--- src/rtl/sha256_feeder.sv ---
// rtl/sha256_feeder.sv - Buffers message words, applies SHA-256 padding and chains blocks through an external compression core
module sha256_feeder (
    input  logic         clk,
    input  logic         rst_n,
    input  logic         msg_valid,
    output logic         msg_ready,
    input  logic [31:0]  msg_data,
    input  logic         msg_last,
    input  logic [1:0]   msg_nbytes,
    output logic [511:0] core_data,
    output logic [255:0] core_vin,
    input  logic [255:0] core_hash,
    input  logic         core_valid,
    output logic [255:0] digest,
    output logic         digest_valid,
    input  logic         digest_ready
);

    localparam logic [255:0] IV = 256'h6a09e667_bb67ae85_3c6ef372_a54ff53a_510e527f_9b05688c_1f83d9ab_5be0cd19;

    typedef enum logic [1:0] {FILL, LOAD, FINISH, DONE} state_t;
    state_t state, state_nx;

    logic [31:0] blk_q [16];
    logic [31:0] h_q [8];
    logic [4:0]  widx;
    logic [31:0] byte_cnt;
    logic        in_flight, pad2, final_blk;

    logic        accept, load, capture, build_pad, release_h;
    logic [4:0]  pos;
    logic [2:0]  add_n;
    logic [31:0] byte_nx, len_src, last_word;

    always_comb begin
        state_nx  = state;
        msg_ready = 1'b0;
        load      = 1'b0;
        build_pad = 1'b0;
        capture   = core_valid && in_flight;
        case (state)
            FILL: begin
                if (pad2) begin
                    build_pad = 1'b1;
                    state_nx  = LOAD;
                end else begin
                    msg_ready = (widx < 5'd16);
                    if (msg_valid && msg_ready && (msg_last || widx == 5'd15))
                        state_nx = LOAD;
                end
            end
            // A pending result must be absorbed before the next block can use H as its chaining value.
            LOAD: begin
                if (core_valid && !in_flight) begin
                    load     = 1'b1;
                    state_nx = final_blk ? FINISH : FILL;
                end
            end
            FINISH:  if (capture) state_nx = DONE;
            DONE:    if (digest_ready) state_nx = FILL;
            default: state_nx = FILL;
        endcase
    end

    assign accept       = msg_valid && msg_ready;
    assign release_h    = (state == DONE) && digest_ready;
    assign digest_valid = (state == DONE);

    assign pos     = (msg_nbytes == 2'd0) ? widx + 5'd1 : widx;
    assign add_n   = (msg_last && msg_nbytes != 2'd0) ? {1'b0, msg_nbytes} : 3'd4;
    assign byte_nx = byte_cnt + {29'd0, add_n};
    assign len_src = build_pad ? byte_cnt : byte_nx;

    always_comb begin
        case (msg_nbytes)
            2'd1:    last_word = {msg_data[31:24], 8'h80, 16'h0000};
            2'd2:    last_word = {msg_data[31:16], 8'h80, 8'h00};
            2'd3:    last_word = {msg_data[31:8], 8'h80};
            default: last_word = msg_data;
        endcase
    end

    always_ff @(posedge clk or negedge rst_n) begin
        if (!rst_n) begin
            state     <= FILL;
            widx      <= 5'd0;
            byte_cnt  <= 32'd0;
            in_flight <= 1'b0;
            pad2      <= 1'b0;
            final_blk <= 1'b0;
            for (int i = 0; i < 16; i++) blk_q[i] <= 32'd0;
            for (int i = 0; i < 8; i++) h_q[i] <= IV[255-32*i -: 32];
        end else begin
            state <= state_nx;
            if (capture) begin
                for (int i = 0; i < 8; i++) h_q[i] <= core_hash[255-32*i -: 32];
                in_flight <= 1'b0;
            end
            if (load) begin
                in_flight <= 1'b1;
                widx      <= 5'd0;
            end
            if (release_h) begin
                for (int i = 0; i < 8; i++) h_q[i] <= IV[255-32*i -: 32];
                byte_cnt <= 32'd0;
            end
            // Second padding block: the 0x80 marker lands in word 0 only when the message filled its last block exactly.
            if (build_pad) begin
                for (int i = 0; i < 14; i++) blk_q[i] <= 32'd0;
                if (byte_cnt[5:0] == 6'd0) blk_q[0] <= 32'h8000_0000;
                blk_q[14] <= {29'd0, len_src[31:29]};
                blk_q[15] <= {len_src[28:0], 3'b000};
                pad2      <= 1'b0;
                final_blk <= 1'b1;
            end
            if (accept) begin
                byte_cnt <= byte_nx;
                widx     <= widx + 5'd1;
                if (!msg_last) begin
                    blk_q[widx[3:0]] <= msg_data;
                    if (widx == 5'd15) final_blk <= 1'b0;
                end else begin
                    for (int j = 0; j < 16; j++) begin
                        if (5'(j) == widx)
                            blk_q[j] <= last_word;
                        else if (5'(j) > widx)
                            blk_q[j] <= (5'(j) == pos && msg_nbytes == 2'd0) ? 32'h8000_0000 : 32'd0;
                    end
                    if (pos <= 5'd13) begin
                        blk_q[14] <= {29'd0, len_src[31:29]};
                        blk_q[15] <= {len_src[28:0], 3'b000};
                        final_blk <= 1'b1;
                    end else begin
                        final_blk <= 1'b0;
                        pad2      <= 1'b1;
                    end
                end
            end
        end
    end

    for (genvar i = 0; i < 16; i++) begin : g_data
        assign core_data[32*i +: 32] = {blk_q[i][7:0], blk_q[i][15:8], blk_q[i][23:16], blk_q[i][31:24]};
    end

    for (genvar i = 0; i < 8; i++) begin : g_hash
        assign core_vin[32*i +: 32]    = h_q[i];
        assign digest[255-32*i -: 32]  = h_q[i];
    end

endmodule

--- config.mk ---
export PLATFORM = sky130hd
export DESIGN_NAME = sha256_feeder
export DESIGN_NICKNAME = d
export VERILOG_FILES = /design/src/rtl/sha256_feeder.sv
export SDC_FILE = /design/constraint.sdc
export NUM_CORES = 2
export LEC_CHECK = 0
export ABC_AREA = 1
export BUFFER_PORTS_ARGS = -buffer_cell sky130_fd_sc_hd__buf_2
export CORE_AREA = 10 10 508 510
export DETAILED_ROUTE_END_ITERATION = 10
export DIE_AREA = 0 0 518 520
export PLACE_DENSITY_LB_ADDON = 0.1
export SYNTH_ARGS = -nofsm -noshare
export SYNTH_HDL_FRONTEND = slang
export SYNTH_SLANG_ARGS = --single-unit
--- constraint.sdc ---
create_clock -name clk -period 5.5 [get_ports clk]
set_clock_uncertainty 0.15 [all_clocks]
set_input_delay 1.1 -clock clk [delete_from_list [all_inputs] [get_ports clk]]
set_output_delay 1.1 -clock clk [all_outputs]
set_load 0.01 [all_outputs]
### Word-level counts from Yosys, hierarchy flattened

Index checks and enable logic that the tools add are counted.

* equal/unequal tests: 41
* multiplexer cells: 90
* order comparisons: 20
* bitwise logic cells: 1
* add/subtract/negate cells: 2
* reduce and logical (&&, ||, !) cells: 37

Operators by type and width (count)
* $mux W32: 53
* $mux W512: 3
* $bwmux W512: 1
* $mux W256: 2
* $demux W32 S4: 1
* $eq A4 B5 Y1 const A: 16
* $pmux W24 S3: 1
* $mux W64: 1
* $eq A3 B5 Y1 const A: 8
* $gt A4 B5 Y1 const A: 8
* $add A32 B3 Y32: 1
* $logic_and A1 B1 Y1: 24
* $eq A2 B5 Y1 const A: 4
* $gt A3 B5 Y1 const A: 4
* $mux W1: 17
* $mux W5: 3
* $mux W2: 6
* $eq A1 B5 Y1 const A: 2
* $gt A1 B5 Y1 const A: 2
* $gt A2 B5 Y1 const A: 2
* $logic_not A5 Y1: 2
* $reduce_bool A2 Y1: 5
* $eq A2 B2 Y1 const B: 4
* $pmux W2 S4: 1
* 17 further kinds: 20

* output and inout bits: 1026
* word-level logic and storage cells: 221
* input port bits: 296
* flip-flop bits (word level): 810

### Depth between registers and ports, before layout

* depth in word-level cells: 11
* mapped depth: 19
* gate-level depth less buffers: 16

### Worst setup path after synthesis

No wires, ideal clock.

* kind: input-to-reg
* from: input msg_last
* to: register blk_q, in the netlist core_data[473]
* required time: 5.273 ns
* arrival: 3.423 ns
* stages: 18
* buffers on the path: 4
* setup time: 0.077 ns
* path slack: 1.850 ns
* path through: buf_2 > buf_2 > clkbuf_1 > clkbuf_1 > nand2_1 > inv_1 > ha_1 > fa_1 > nand3_1 > nand2_1 > nand2_1 > nor2_1 > nand3_1 > nand2_1 > nand2_1 > nand2_1 > nand2_1 > a21oi_1

* longest elaborated chain between the ends: 10
* elaborated cells between the ends (all ways): 11
* classes of those cells: add/sub (1); mux (9); reduce/logical (1)

Ends and longest elaborated chain
* start, declared: line 8 `input logic msg_last,`
* $logic_and A1 B1 Y1: line 70 `assign add_n = (msg_last && msg_nbytes != 2'd0) ? {1'b0, msg_nbytes} : 3'd4;`
* $mux W3: line 70
* $add A32 B3 Y32: line 71 `assign byte_nx = byte_cnt + {29'd0, add_n};`
* $mux W32: line 72 `assign len_src = build_pad ? byte_cnt : byte_nx;`
* $mux W512: line 108 `if (build_pad) begin`
* $mux W32: line 126 `else if (5'(j) > widx)`
* $mux W32: line 124 `if (5'(j) == widx)`
* $mux W64: line 129 `if (pos <= 5'd13) begin`
* $mux W512: line 119 `if (!msg_last) begin`
* $mux W512 (*): line 116 `if (accept) begin`
* end signal, assigned by index: line 120 `blk_q[widx[3:0]] <= msg_data;`
* end signal, assigned by index: line 125 `blk_q[j] <= last_word;`
* end signal, assigned by index: line 127 `blk_q[j] <= (5'(j) == pos && msg_nbytes == 2'd0) ? 32'h8000_0000 : 32'd0;`
* end, declared: line 24 `logic [31:0] blk_q [16];`

Mark *: on every way between the ends. The rest lies on a longest branch, timed or not.
A chain may end at the register's enable or synchronous reset.

### Final worst setup path

* from: register widx[0]
* to: register blk_q, in the netlist core_data[277]

* longest elaborated chain between the ends: 8
* elaborated cells between the ends (all ways): 17
* classes of those cells: order compare (4); eq/ne (1); mux (9); bitwise (1); reduce/logical (2)

Ends and longest elaborated chain
* start, declared: line 26 `logic [4:0] widx;`
* start signal, assigned: line 118 `widx <= widx + 5'd1;`
* $not A4 Y5 (not written as such): line 120
* $ge A5 B5 Y1 (not written as such) or $lt A5 B1 Y1 (tied branches): line 120
* $logic_and A1 B1 Y1 (not written as such): line 120
* $mux W32 (not written as such): line 120
* $demux W32 S4: line 120
* $bwmux W512: line 120
* $mux W512: line 119
* $mux W512 (*): line 116

Marked as above.

==> flow_summary.ini <==
[critical_path]
crit_buf_inv = 3
path_class = reg -> reg
slowest_stage = nor2_1
worst-endpoint-required_ns = 6.07
worst_r2r_path_depth = 8
path_delay_family = simple AND/OR/NAND/NOR gates
critPathLaunchType = flip-flop
r2r_end = core_data[277]
critPathArrivalTime_ns = 4.55
cpPeakStageDelay_ns = 0.97
critPathMaxFanout = 16
r2r_start = widx[0]
startpoint = widx[0]
crit_top_cell = inv_1
r2r_slack_ns = 1.52
cp_cell_sequence = inv_1, ha_1, clkinv_1, nor2_2, inv_1, nor2_1, a22oi_1, nand2_1
endpoint_kind = flip-flop

[outcome]
violations = capacitance limit, slew limit
outcome = finished with violations

[pwr]
p_per_area_mw_per_mm2 = 589.7
power.switching_mw = 14.95
combPwrFrac = 0.422
peakVddDrop_mv = 0.2981
switching_share = 0.4666
clockPowerShare = 0.246
pwr-share-seq = 0.332
power.leakage_nw = 26.95
power_mw = 32.04
p_int_mw = 17.09

[yosys]
syn_area_per_cell_um2 = 7.958
yosysSeqAreaShare = 0.4921
synth-edff-count = 0
async_flop_share = 1.000
synthCells = 5220
ys_types = 42
syn-cell-area_mm2 = 0.04154
synth_top_area_cell = dfrtp_1
synthFlopType = dfrtp_1
yosys_warnings = 0
ys_ff_latch = 810
synth_fp_nets = 5524
synthTopCellsByArea = dfrtp_1 41%, nand2_1 11%, dfstp_2 8.6%, o21ai_0 6.9%, nand3_1 5.9%
synth_top_area_frac = 0.4060

[placement]
port_buffers = 1321
dpl.hpwl_mm = 239.6
globalplace.congestion = 0.8765

[route]
antenna_left = 0
vias = 43600
drt_pre_antenna_iters = 6
drc = 0
drtIter0Drc = 3773
wire_per_inst_um = 32.78
finalWirelength_mm = 315.9
drt-vias-per-instance = 4.524

[floorplan]
rows = 183
die_x_um = 518
die_h_um = 520
initial_core_util = 0.1677
core_mm2 = 0.2477
ios = 1322
die-area_mm2 = 0.2694

[timing]
final.setup.tns_ns = 0
tightest_slew_ns = 1.507
hold_viol = 0
slew_headroom = -0.008297
whs_ns = 0.1839
fmaxAchievable_mhz = 251.2
period_share = 0.7237
finalMaxSlewViolations = 10
rsz0062_at_grt = false
setup_violations = 0
min_period_ns = 3.981

[cts]
clock_latency_ns = 0.82
cts_tree = yes
clk_pin_slew_ns = 0.06
ctsRootBufferMaster = clkbuf_16
holdBufCountCts = 0
htreeDepth = 3
post_cts_buffers = 0
clk_path_buf_depth = 3
cts_buffers = 113
numClockSinks = 810
cts_resized = 0

[cells_and_area]
area_growth_pct = 30.79
drive_above_1_share = 0.2935
finalNetCount = 6485

[min_path]
hp-class = in -> async

[global_route]
grt_max_degree = 167
grt.total_usage = 0.2232
grt_pass1_wl_mm = 419.9
grt_overflow = 0
grt_pass1_vias = 43480
antenna_found_initial = 83

[run]
drv_cap = 1
metrics by stage:
stage | cell area [um^2] | worst slack [ns] | utilization | std cells
6_report | 54330 | 1.519 | 0.2193 | 9637
5_1_grt | 54280 | 1.245 | 0.2191 | 9617
4_1_cts | 54260 | 1.538 | 0.2190 | 9609
3_5_place_dp | 50330 | 1.369 | 0.2032 | 9396
3_3_place_gp | 50330 | 1.305 | 0.2032 | 9396
2_1_floorplan | 41540 | 1.850 | - | 5220
cell type report:
class / count / area, um^2
antenna: 28 / 70.07
clock buffer: 173 / 3393
clock inverter: 40 / 531.8
fill: 27970 / 193400
inverter: 280 / 1066
multi-input combinational: 3508 / 16720
sequential: 810 / 20440
tap: 3330 / 4167
timing repair buffer: 1468 / 7940
power groups by stage:
stage / clock [mW] / combinational [mW] / sequential, mW
6_report: 7.89 / 13.5 / 10.6
3_3_place_gp: 0 / 14.0 / 10.7
4_1_cts: 8.15 / 14.0 / 10.7
3_5_place_dp: 0 / 14.0 / 10.8
2_1_floorplan: 0 / 6.48 / 10.8
5_1_grt: 8.36 / 14.7 / 10.9
Yosys cell counts, types with 2 or more instances:
master	number
nand2_1	1253
dfrtp_1	674
o21ai_0	571
nor2_1	508
nand3_1	491
inv_1	261
buf_4	257
clkbuf_1	243
a22oi_1	173
a21oi_1	152
dfstp_2	136
o22ai_1	93
buf_2	88
o211ai_1	52
o221ai_1	49
buf_1	32
a31oi_1	31
a22o_1	30
o21ai_1	15
nor2_2	13
clkinv_1	11
nor3_1	11
nand4_1	10
o2bb2ai_1	10
inv_2	8
xor2_1	8
a32oi_1	7
ha_1	7
nand2_2	7
a21boi_0	2
clkbuf_2	2
nor2_4	2
nor4_1	2
o211ai_2	2
o21bai_1	2
registers in the layout, summed over array words and instances (netlist names), named ones only:
name / count
core_data: 512
core_vin: 256
byte_cnt: 32
widx: 5
final_blk: 1
in_flight: 1
pad2: 1
state: 1
kinds of logic (layout without fill, tap and decap cells):
logic type               count (synthesis)  in the layout  share of synthesized area
AND/OR/NAND/NOR                       2298           2298                     0.2251
flip-flops                             810            810                     0.4921
buffers and inverters                  902           1961                     0.1074
XOR/XNOR                                 8              8                   0.001687
adder cells (fa/ha/maj)                  8              8                   0.002590
AO/OA/AOI/OAI                         1194           1194                     0.1711
other                                    0             28                          0
worst max path at each step:
stage / to / cells after the start / slack [ns]
2_1_floorplan: core_data[473] / 18 / 1.85
3_3_place_gp: core_data[23] / 8 / 1.31
3_5_place_dp: core_data[23] / 8 / 1.37
4_1_cts: core_data[260] / 8 / 1.54
5_1_grt: core_data[274] / 8 / 1.25
6_report: core_data[277] / 8 / 1.52
cell usage in the layout (no fill, tap or decap), types with 5 or more instances in the layout:
master,count
nand2_2,8
nor2_1,499
inv_1,256
dfrtp_1,674
buf_12,17
o2bb2ai_1,10
o22ai_1,93
clkinv_4,5
a22o_1,30
o21ai_0,570
clkbuf_1,26
xor2_1,8
nor2_2,22
dfstp_2,136
nand3_1,490
clkinv_2,16
clkbuf_16,113
a31oi_1,31
clkinv_16,6
nor3_1,10
o21ai_1,15
bufinv_16,6
nand4_1,10
diode_2,28
inv_2,8
buf_4,131
clkbuf_8,34
clkinv_1,15
ha_1,7
a21oi_1,152
a32oi_1,7
a22oi_1,173
buf_2,1319
o221ai_1,49
nand2_1,1249
o211ai_1,52
per-layer routing:
layer | global-route usage | part of all wire | up-vias | wire [um]
li1 | - | - | 19260 | -
met1 | 0.2623 | 0.39 | 22050 | 124500
met2 | 0.3870 | 0.49 | 1842 | 155000
met3 | 0.07172 | 0.080 | 379 | 25280
met4 | 0.06610 | 0.034 | 62 | 10760
met5 | 0 | 0.0012 | - | 382
(Power assumes the default switching activity.)
